==> src/rtl/fsmc_fifo_bridge_if.sv <==
// rtl/fsmc_fifo_bridge_if.sv - FSMC register bus and local stream signals of the FIFO bridge
interface fsmc_fifo_bridge_if #(
    parameter int DATA_WIDTH = 16
);
    logic                  cs;
    logic                  state;
    logic [DATA_WIDTH-1:0] bus_data;
    logic [DATA_WIDTH-1:0] wr_data;
    logic [DATA_WIDTH-1:0] tx_data;
    logic                  tx_valid;
    logic                  tx_ready;
    logic [DATA_WIDTH-1:0] rx_data;
    logic                  rx_valid;
    logic                  rx_ready;

    modport master (
        output cs, state, bus_data, tx_ready, rx_data, rx_valid,
        input  wr_data, tx_data, tx_valid, rx_ready
    );

    modport slave (
        input  cs, state, bus_data, tx_ready, rx_data, rx_valid,
        output wr_data, tx_data, tx_valid, rx_ready
    );
endinterface

==> src/rtl/fsmc_fifo_bridge.sv <==
// rtl/fsmc_fifo_bridge.sv - FSMC register window onto a down FIFO (MCU->FPGA) and an up FIFO (FPGA->MCU)
module fsmc_fifo_bridge #(
    parameter int DATA_WIDTH = 16,
    parameter int FIFO_DEPTH = 16
) (
    input  logic                clk,
    input  logic                reset_n,
    fsmc_fifo_bridge_if.slave   bus
);
    localparam int PW = $clog2(FIFO_DEPTH);
    localparam int CW = PW + 1;

    typedef enum logic {IDLE, ADDR} fsm_t;

    fsm_t                  st_q, st_d;
    logic                  cs_q;
    logic [1:0]            addr_q, addr_d;
    logic [DATA_WIDTH-1:0] wr_data_q, wr_data_d;
    logic [PW-1:0]         dn_wp_q, dn_wp_d, dn_rp_q, dn_rp_d;
    logic [PW-1:0]         up_wp_q, up_wp_d, up_rp_q, up_rp_d;
    logic [CW-1:0]         dn_cnt_q, dn_cnt_d, up_cnt_q, up_cnt_d;
    logic                  ovf_q, ovf_d, udf_q, udf_d;

    // Storage is deliberately outside the reset domain; only pointers and counts reset.
    logic [DATA_WIDTH-1:0] dn_mem [FIFO_DEPTH];
    logic [DATA_WIDTH-1:0] up_mem [FIFO_DEPTH];

    logic dn_full, dn_empty, up_full, up_empty;
    logic mcu_wr, mcu_pop, ctrl_wr;
    logic dn_push, dn_pop, up_push, up_pop;
    logic [DATA_WIDTH-1:0] status;

    assign dn_full  = (dn_cnt_q == CW'(FIFO_DEPTH));
    assign dn_empty = (dn_cnt_q == '0);
    assign up_full  = (up_cnt_q == CW'(FIFO_DEPTH));
    assign up_empty = (up_cnt_q == '0);

    always_comb begin
        status      = '0;
        status[0]   = dn_full;
        status[1]   = dn_empty;
        status[2]   = up_full;
        status[3]   = up_empty;
        status[8:4] = 5'(up_cnt_q);
        status[9]   = ovf_q;
        status[10]  = udf_q;
    end

    always_comb begin
        st_d      = st_q;
        addr_d    = addr_q;
        wr_data_d = wr_data_q;
        mcu_wr    = 1'b0;
        mcu_pop   = 1'b0;
        case (st_q)
            IDLE: begin
                if (bus.cs && !cs_q) begin
                    st_d   = ADDR;
                    addr_d = bus.bus_data[1:0];
                    // Read-back word is frozen at address latch so the MCU sees a stable value.
                    case (addr_d)
                        2'd1:    wr_data_d = up_empty ? '0 : up_mem[up_rp_q];
                        2'd2:    wr_data_d = status;
                        default: wr_data_d = '0;
                    endcase
                end
            end
            ADDR: begin
                if (!bus.cs && cs_q) begin
                    st_d = IDLE;
                    if (!bus.state)
                        mcu_wr = 1'b1;
                    else if (addr_q == 2'd1)
                        mcu_pop = 1'b1;
                end
            end
            default: st_d = IDLE;
        endcase
    end

    always_comb begin
        ctrl_wr  = mcu_wr && (addr_q == 2'd2);
        dn_push  = mcu_wr && (addr_q == 2'd0) && !dn_full;
        dn_pop   = !dn_empty && bus.tx_ready;
        up_push  = bus.rx_valid && !up_full;
        up_pop   = mcu_pop && !up_empty;

        ovf_d = ovf_q;
        udf_d = udf_q;
        if (ctrl_wr && bus.bus_data[2]) begin
            ovf_d = 1'b0;
            udf_d = 1'b0;
        end
        if (mcu_wr && (addr_q == 2'd0) && dn_full) ovf_d = 1'b1;
        if (mcu_pop && up_empty) udf_d = 1'b1;

        dn_wp_d  = dn_push ? dn_wp_q + PW'(1) : dn_wp_q;
        dn_rp_d  = dn_pop  ? dn_rp_q + PW'(1) : dn_rp_q;
        dn_cnt_d = dn_cnt_q + CW'(dn_push) - CW'(dn_pop);
        if (ctrl_wr && bus.bus_data[0]) begin
            dn_wp_d  = '0;
            dn_rp_d  = '0;
            dn_cnt_d = '0;
        end

        up_wp_d  = up_push ? up_wp_q + PW'(1) : up_wp_q;
        up_rp_d  = up_pop  ? up_rp_q + PW'(1) : up_rp_q;
        up_cnt_d = up_cnt_q + CW'(up_push) - CW'(up_pop);
        if (ctrl_wr && bus.bus_data[1]) begin
            up_wp_d  = '0;
            up_rp_d  = '0;
            up_cnt_d = '0;
        end
    end

    always_ff @(posedge clk or negedge reset_n) begin
        if (!reset_n) begin
            st_q      <= IDLE;
            cs_q      <= 1'b0;
            addr_q    <= '0;
            wr_data_q <= '0;
            dn_wp_q   <= '0;
            dn_rp_q   <= '0;
            dn_cnt_q  <= '0;
            up_wp_q   <= '0;
            up_rp_q   <= '0;
            up_cnt_q  <= '0;
            ovf_q     <= 1'b0;
            udf_q     <= 1'b0;
        end else begin
            st_q      <= st_d;
            cs_q      <= bus.cs;
            addr_q    <= addr_d;
            wr_data_q <= wr_data_d;
            dn_wp_q   <= dn_wp_d;
            dn_rp_q   <= dn_rp_d;
            dn_cnt_q  <= dn_cnt_d;
            up_wp_q   <= up_wp_d;
            up_rp_q   <= up_rp_d;
            up_cnt_q  <= up_cnt_d;
            ovf_q     <= ovf_d;
            udf_q     <= udf_d;
        end
    end

    always_ff @(posedge clk) begin
        if (dn_push) dn_mem[dn_wp_q] <= bus.bus_data;
        if (up_push) up_mem[up_wp_q] <= bus.rx_data;
    end

    assign bus.wr_data  = wr_data_q;
    assign bus.tx_data  = dn_mem[dn_rp_q];
    assign bus.tx_valid = !dn_empty;
    assign bus.rx_ready = !up_full;
endmodule
==> src/flat_wrapper.sv <==
// flat-port wrapper written by rule: the top's interface ports become plain ports
module fsmc_fifo_bridge_flat 
#(
    parameter int DATA_WIDTH = 16,
    parameter int FIFO_DEPTH = 16
)
  (clk, reset_n, bus_cs, bus_state, bus_bus_data, bus_tx_ready, bus_rx_data, bus_rx_valid, bus_wr_data, bus_tx_data, bus_tx_valid, bus_rx_ready);
  fsmc_fifo_bridge_if #(.DATA_WIDTH(DATA_WIDTH)) bus_i ();
  input  logic clk;
  input  logic reset_n;
  input wire logic [$bits(bus_i.cs)-1:0] bus_cs;
  input wire logic [$bits(bus_i.state)-1:0] bus_state;
  input wire logic [$bits(bus_i.bus_data)-1:0] bus_bus_data;
  input wire logic [$bits(bus_i.tx_ready)-1:0] bus_tx_ready;
  input wire logic [$bits(bus_i.rx_data)-1:0] bus_rx_data;
  input wire logic [$bits(bus_i.rx_valid)-1:0] bus_rx_valid;
  output wire logic [$bits(bus_i.wr_data)-1:0] bus_wr_data;
  output wire logic [$bits(bus_i.tx_data)-1:0] bus_tx_data;
  output wire logic [$bits(bus_i.tx_valid)-1:0] bus_tx_valid;
  output wire logic [$bits(bus_i.rx_ready)-1:0] bus_rx_ready;
  assign bus_i.cs = bus_cs;
  assign bus_i.state = bus_state;
  assign bus_i.bus_data = bus_bus_data;
  assign bus_i.tx_ready = bus_tx_ready;
  assign bus_i.rx_data = bus_rx_data;
  assign bus_i.rx_valid = bus_rx_valid;
  assign bus_wr_data = bus_i.wr_data;
  assign bus_tx_data = bus_i.tx_data;
  assign bus_tx_valid = bus_i.tx_valid;
  assign bus_rx_ready = bus_i.rx_ready;
  fsmc_fifo_bridge #(.DATA_WIDTH(DATA_WIDTH), .FIFO_DEPTH(FIFO_DEPTH)) u_core (.clk(clk), .reset_n(reset_n), .bus(bus_i));
endmodule
==> config.mk <==
export PLATFORM = sky130hd
export DESIGN_NAME = fsmc_fifo_bridge_flat
export DESIGN_NICKNAME = d
export VERILOG_FILES = /design/src/rtl/fsmc_fifo_bridge_if.sv /design/src/rtl/fsmc_fifo_bridge.sv /design/src/flat_wrapper.sv
export SDC_FILE = /design/constraint.sdc
export NUM_CORES = 1
export LEC_CHECK = 0
export ABC_AREA = 1
export CORE_MARGIN = 2
export CORE_UTILIZATION = 66
export CTS_CLUSTER_SIZE = 14
export DETAILED_ROUTE_END_ITERATION = 10
export PLACE_DENSITY = 0.91
export SLEW_MARGIN = 5
export SYNTH_ARGS = -nofsm -noshare
export SYNTH_HDL_FRONTEND = slang
export SYNTH_SLANG_ARGS = --single-unit
==> constraint.sdc <==
create_clock -name clk -period 4.5 [get_ports clk]
set_input_delay 0.45 -clock clk [delete_from_list [all_inputs] [get_ports clk]]
set_output_delay 0.45 -clock clk [all_outputs]
set_load 0.01 [all_outputs]
* Word-level counts from Yosys, hierarchy flattened
Memories as Yosys holds them, arrays and structs flattened.
Index checks and enable logic that the tools add are counted.
** Operators by class
- $add $sub $neg :: 8
- Equality and inequality tests :: 6
- Multiplexer cells :: 29
- Bitwise operators :: 1
- Reductions and logical operators :: 29
** Operators by type and width (count)
- $mux 4 :: 8
- $pmux 16 s2 :: 1
- $add 4x1->4 const B :: 4
- $mux 1 :: 16
- $mux 16 :: 1
- $logic_and 1x1->1 :: 13
- $reduce_bool 2->1 :: 6
- $add 5x1->5 :: 2
- $eq 5x5->1 const B :: 2
- $logic_not 5->1 :: 2
- $mux 5 :: 2
- $sub 5x1->5 :: 2
- $logic_not 1->1 :: 6
- $eq 2x1->1 const B :: 2
- $eq 2x2->1 const B :: 2
- $logic_not 2->1 :: 1
- $pmux 1 s2 :: 1
- $reduce_and 2->1 :: 1
- $not 1->1 :: 1
** Word-level totals
- Register bits after elaboration :: 48
- Memory bits (writable) :: 512
- Word-level logic and storage cells :: 87
- Memories kept :: 2
** Memories
- u_core.dn_mem :: depth 16, width 16, read ports 1, clocked after memory_dff 0, write ports 1, RTL line fsmc_fifo_bridge.sv:25 : logic [DATA_WIDTH-1:0] dn_mem [FIFO_DEPTH];
- u_core.up_mem :: depth 16, width 16, read ports 1, clocked after memory_dff 0, write ports 1, RTL line fsmc_fifo_bridge.sv:26 : logic [DATA_WIDTH-1:0] up_mem [FIFO_DEPTH];

* Logic depth before layout (Yosys ltp)
- Word-level depth :: 9
- Mapped depth :: 17
- Gate-level depth less buffers :: 17

* Worst setup path before layout
No wires, ideal clock.
- Kind :: reg2reg
- Start :: register u_core.up_cnt_q[3]
- End :: register u_core.up_cnt_q[4]
- Data arrival time :: 2.594 ns
- Slack :: 1.782 ns
- Cell stages (with the launch flop) :: 18
- Clock period less this slack :: 2.718 ns
- Cells stage by stage :: dfrtp_1 inv_1 ha_1 nand3_1 nor2_1 inv_1 nand2_1 inv_1 ha_1 inv_1 ha_1 inv_1 fa_1 or2_2 a21oi_1 nor2_1 o21ai_0 a21oi_1
** On the way
- Word-level cells in the longest chain between the ends :: 6
- Elaborated cells on any way between the ends :: 9
- Classes of those cells :: add/sub (2); eq/ne (1); mux (1); reduce/logical (5)
** RTL lines
- start, declared :: RTL line fsmc_fifo_bridge.sv:21 : logic [CW-1:0] dn_cnt_q, dn_cnt_d, up_cnt_q, up_cnt_d;
- start signal, assigned :: RTL line fsmc_fifo_bridge.sv:140 : up_cnt_q <= up_cnt_d;
- $eq 5x5->1 :: RTL line fsmc_fifo_bridge.sv:35 : assign up_full = (up_cnt_q == CW'(FIFO_DEPTH));
- $logic_not 1->1 :: RTL line fsmc_fifo_bridge.sv:85 : up_push = bus.rx_valid && !up_full;
- $logic_and 1x1->1 :: RTL line fsmc_fifo_bridge.sv:85
- $add 5x1->5 :: RTL line fsmc_fifo_bridge.sv:108 : up_cnt_d = up_cnt_q + CW'(up_push) - CW'(up_pop);
- $sub 5x1->5 * :: RTL line fsmc_fifo_bridge.sv:108
- $mux 5 * :: RTL line fsmc_fifo_bridge.sv:109 : if (ctrl_wr && bus.bus_data[1]) begin
- net u_core.up_cnt_d[4] :: RTL line fsmc_fifo_bridge.sv:21
The timed path passes the listed nets; every way through them passes the cells marked *.
A chain may end at the register's enable or synchronous reset.

* Worst setup path after layout
- Start :: register u_core.dn_rp_q[2]
- End :: output bus_tx_data[1]
** On the way
- Word-level cells in the longest chain between the ends :: 1
** RTL lines
- start, declared :: RTL line fsmc_fifo_bridge.sv:19 : logic [PW-1:0] dn_wp_q, dn_wp_d, dn_rp_q, dn_rp_d;
- start signal, assigned :: RTL line fsmc_fifo_bridge.sv:136 : dn_rp_q <= dn_rp_d;
- $mem_v2 16x16
- end, declared :: RTL line flat_wrapper.sv:18 : output wire logic [$bits(bus_i.tx_data)-1:0] bus_tx_data;
Every way passes these cells.

==> flow_summary_export.csv <==
group,metric,value,unit
sta,slew_viol_final,0,
cells_and_area,final_util,75.2,%
cts,cts_num_sinks,560,
placement,pre_cts_ws,1.14,ns
grt,antenna_found_initial,3,
cts,cts_buffers,54,
worst_setup_path,end_kind,"output port",
pwr,comb_power_share,33.2,%
pwr,switching_share,36.8,%
grt,grtUsageMet2,54.3,%
floorplan,die-width,192,um
detailed_routing,wl_per_cell,24.5,um
sta,setup_viol,0,
cts,htreeDepth,2,
sta,maxSlewHeadroom,6.89,%
cts,clk_latency,0.61,ns
worst_setup_path,r2r_start,"u_core.up_cnt_q[3]$_DFF_PN0_",
cells_and_area,fin_nets,2099,
worst_setup_path,crit_type,"reg -> out",
sta,period_needed,3.99,ns
grt,grt_pass1_wl,93900,um
worst_setup_path,required,4.05,ns
floorplan,start_util,67.3,%
detailed_routing,via_per_inst,6.68,
sta,fin_skew,0.0181,ns
grt,busiest_layer,"met2",
detailed_routing,vias,16900,
cells_and_area,syn2layout_area_growth,11.6,%
sta,rsz0062_at_grt,"no",
yosys,ys_ff_latch,560,
yosys,synth_nets,2052,
floorplan,die_h,192,um
sta,holdWs,0.0480,ns
detailed_routing,drt_wl_total,62200,um
pwr,power_density,625,nW/um^2
sta,fmax,251,MHz
grt,globalRouteMet3Util,7.40,%
worst_setup_path,start_kind,"flip-flop",
pwr,p_clk_share,27.8,%
pwr,total_power,0.0163,W
job,cap_viol_max_count,0,
sta,fin_ws,0.514,ns
pwr,p_seq_share,39.1,%
worst_setup_path,worst-path-max-fanout,49,
sta,tns,0,ns
detailed_routing,detail-route-antenna-nets,0,
floorplan,ioPinCount,72,
grt,overflow,0,
yosys,synth_cells,1988,
sta,worst_pin_slew,1.40,ns
worst_setup_path,r2r.worst_path.cells,17,
placement,dpl.hpwl,32500,um
grt,use_met1,45.0,%
cts,ctsHoldBuffers,0,
yosys,synth_cell_type_count,33,
cts,post_cts_buffers,0,
yosys,netlist_area,23400,um^2
yosys,synth_warnings,0,
yosys,syn_area_per_cell,11.8,um^2
cts,clockBufferDepth,3,
cts,cts-root-buf,"clkbuf_16",
grt,grt_max_degree,90,
sta,fin_crit_sh,88.6,%
pwr,p_leak,9.80,nW
pwr,internal_power,0.0103,W
placement,numPortBuffers,71,
worst_setup_path,regToRegSetupSlack,1.18,ns
run_status,status,"completed",
sta,hold_viol,0,
pwr,switchingPower,0.00601,W
grt,grt.total_usage,34.1,%
yosys,yosysSeqAreaShare,70.9,%
detailed_routing,drt_first_iter_violations,3262,
cells_and_area,drive_gt1_share,7.70,%
grt,first_global_vias,16700,
worst_setup_path,critPathArrivalTime,3.54,ns
pwr,ir_drop,438,uV
hold_path,holdCritPathClass,"in -> async",
worst_setup_path,r2r_end,"u_core.up_cnt_q[4]$_DFF_PN0_",
detailed_routing,remaining_drc_errors,0,
detailed_routing,firstDrtPassIters,8,
floorplan,die-area,36900,um^2
floorplan,placementRows,68,
placement,finalWeightedCongestion,0.875,
cts,post_cts_resized,0,
cts,path_clk_slew,0.06,ns
cts,cts_tree,"yes",
floorplan,coreArea,34700,um^2
==> registers in the layout, summed over array words and instances (netlist names), 2 cells and up <==
name and count:
u_core.dn_wp_q 4, u_core.addr_q 2, u_core.dn_cnt_q 5, u_core.bus.wr_data 16, u_core.up_wp_q 4, u_core.dn_rp_q 4
u_core.dn_mem 256, u_core.up_cnt_q 5, u_core.up_rp_q 4, u_core.up_mem 256
==> area by class of cell <==
class / count / area, um^2
clock buffer: 69 / 1490
multi-input combinational: 1130 / 5520
tap: 455 / 569
clock inverter: 30 / 263
fill: 1832 / 8630
inverter: 190 / 718
antenna: 3 / 7.51
timing repair buffer: 99 / 941
sequential: 560 / 16600
==> worst max-delay path, cell delays in order (launching register included) <==
cell	delay [ns]
dfrtp_1	0.32
buf_4	0.48
clkinv_1	0.83
o221ai_1	0.34
nand3_1	0.20
nand2_1	0.17
clkdlybuf4s50_1	0.59
==> power groups by stage <==
stage / registers, W / clock network (W) / logic [W]
after global placement: 0.00641 / 0 / 0.00472
final: 0.00637 / 0.00453 / 0.00541
after detailed placement: 0.00645 / 0 / 0.00501
after CTS: 0.00635 / 0.00451 / 0.00519
after floorplan: 0.00633 / 0 / 0.00346
after global routing: 0.00639 / 0.00471 / 0.00574
==> routing by layer <==
metal	vias up	routed length (um)
li1	7003	-
met1	7889	20400
met2	1712	29400
met3	339	8880
met4	0	3480
met5	-	0
==> per-stage QoR <==
stage	instance area, um^2	instances
detailed placement	24300	2434
global placement	24300	2434
finish	26100	2536
floorplan	23400	1988
CTS	26100	2533
global route	26100	2536
==> placed cells by master, fill, tap and decap left out, drive strengths merged <==
cell and instances:
clkinv 26, clkdlybuf4s50 70, o211ai 29, fa 2, nand2 386, xnor2 2
buf 29, nor2 227, nor3 5, edfxtp 512, nand3 175, a21oi 14
clkbuf 69, a31oi 1, inv 188, ha 24, bufinv 4, diode 3
o221ai 49, o21ai 186, clkinvlp 2, a211oi 2, nand4 3, dfrtp 48
or2 3, xor2 3, o22ai 19
==> Yosys cell counts, drive strengths merged <==
master / number / area share [%]
or2: 3 / 0.080
nand3: 175 / 3.7
o221ai: 49 / 1.8
ha: 24 / 1.3
buf: 67 / 2.1
o211ai: 29 / 0.93
clkbuf: 41 / 0.66
o21ai: 186 / 4.0
o22ai: 19 / 0.51
nor2: 227 / 3.7
nand4: 3 / 0.080
dfrtp: 48 / 5.1
fa: 2 / 0.17
a31oi: 1 / 0.027
inv: 188 / 3.0
edfxtp: 512 / 66
xor2: 3 / 0.11
a21oi: 14 / 0.30
nand2: 386 / 6.2
nor3: 5 / 0.13
xnor2: 2 / 0.075
clkinv: 2 / 0.032
a211oi: 2 / 0.064
==> kinds of logic (layout without fill, tap and decap cells) <==
kind of cell	count (synthesis)	in the layout	synth area share, %
buffers and inverters	298	388	5.84
AO/OA/AOI/OAI	300	300	7.66
flip-flops	560	560	70.9
AND/OR/NAND/NOR	799	799	13.9
other	0	3	0
adder cells (fa/ha/maj)	26	26	1.46
XOR/XNOR	5	5	0.187
==> how the worst max path moves through the flow <==
stage                     depth (start not counted)                     startpoint                           end
after global routing                              6  u_core.dn_rp_q[2]$_DFFE_PN0P_                bus_tx_data[1]
after floorplan                                  17   u_core.up_cnt_q[3]$_DFF_PN0_  u_core.up_cnt_q[4]$_DFF_PN0_
after detailed placement                         16                         bus_cs  u_core.up_cnt_q[4]$_DFF_PN0_
after CTS                                         6  u_core.dn_rp_q[2]$_DFFE_PN0P_                bus_tx_data[1]
final                                             6  u_core.dn_rp_q[2]$_DFFE_PN0P_                bus_tx_data[1]
after global placement                           16                         bus_cs  u_core.up_cnt_q[4]$_DFF_PN0_
Note: power is estimated with default switching activity, not from simulation.
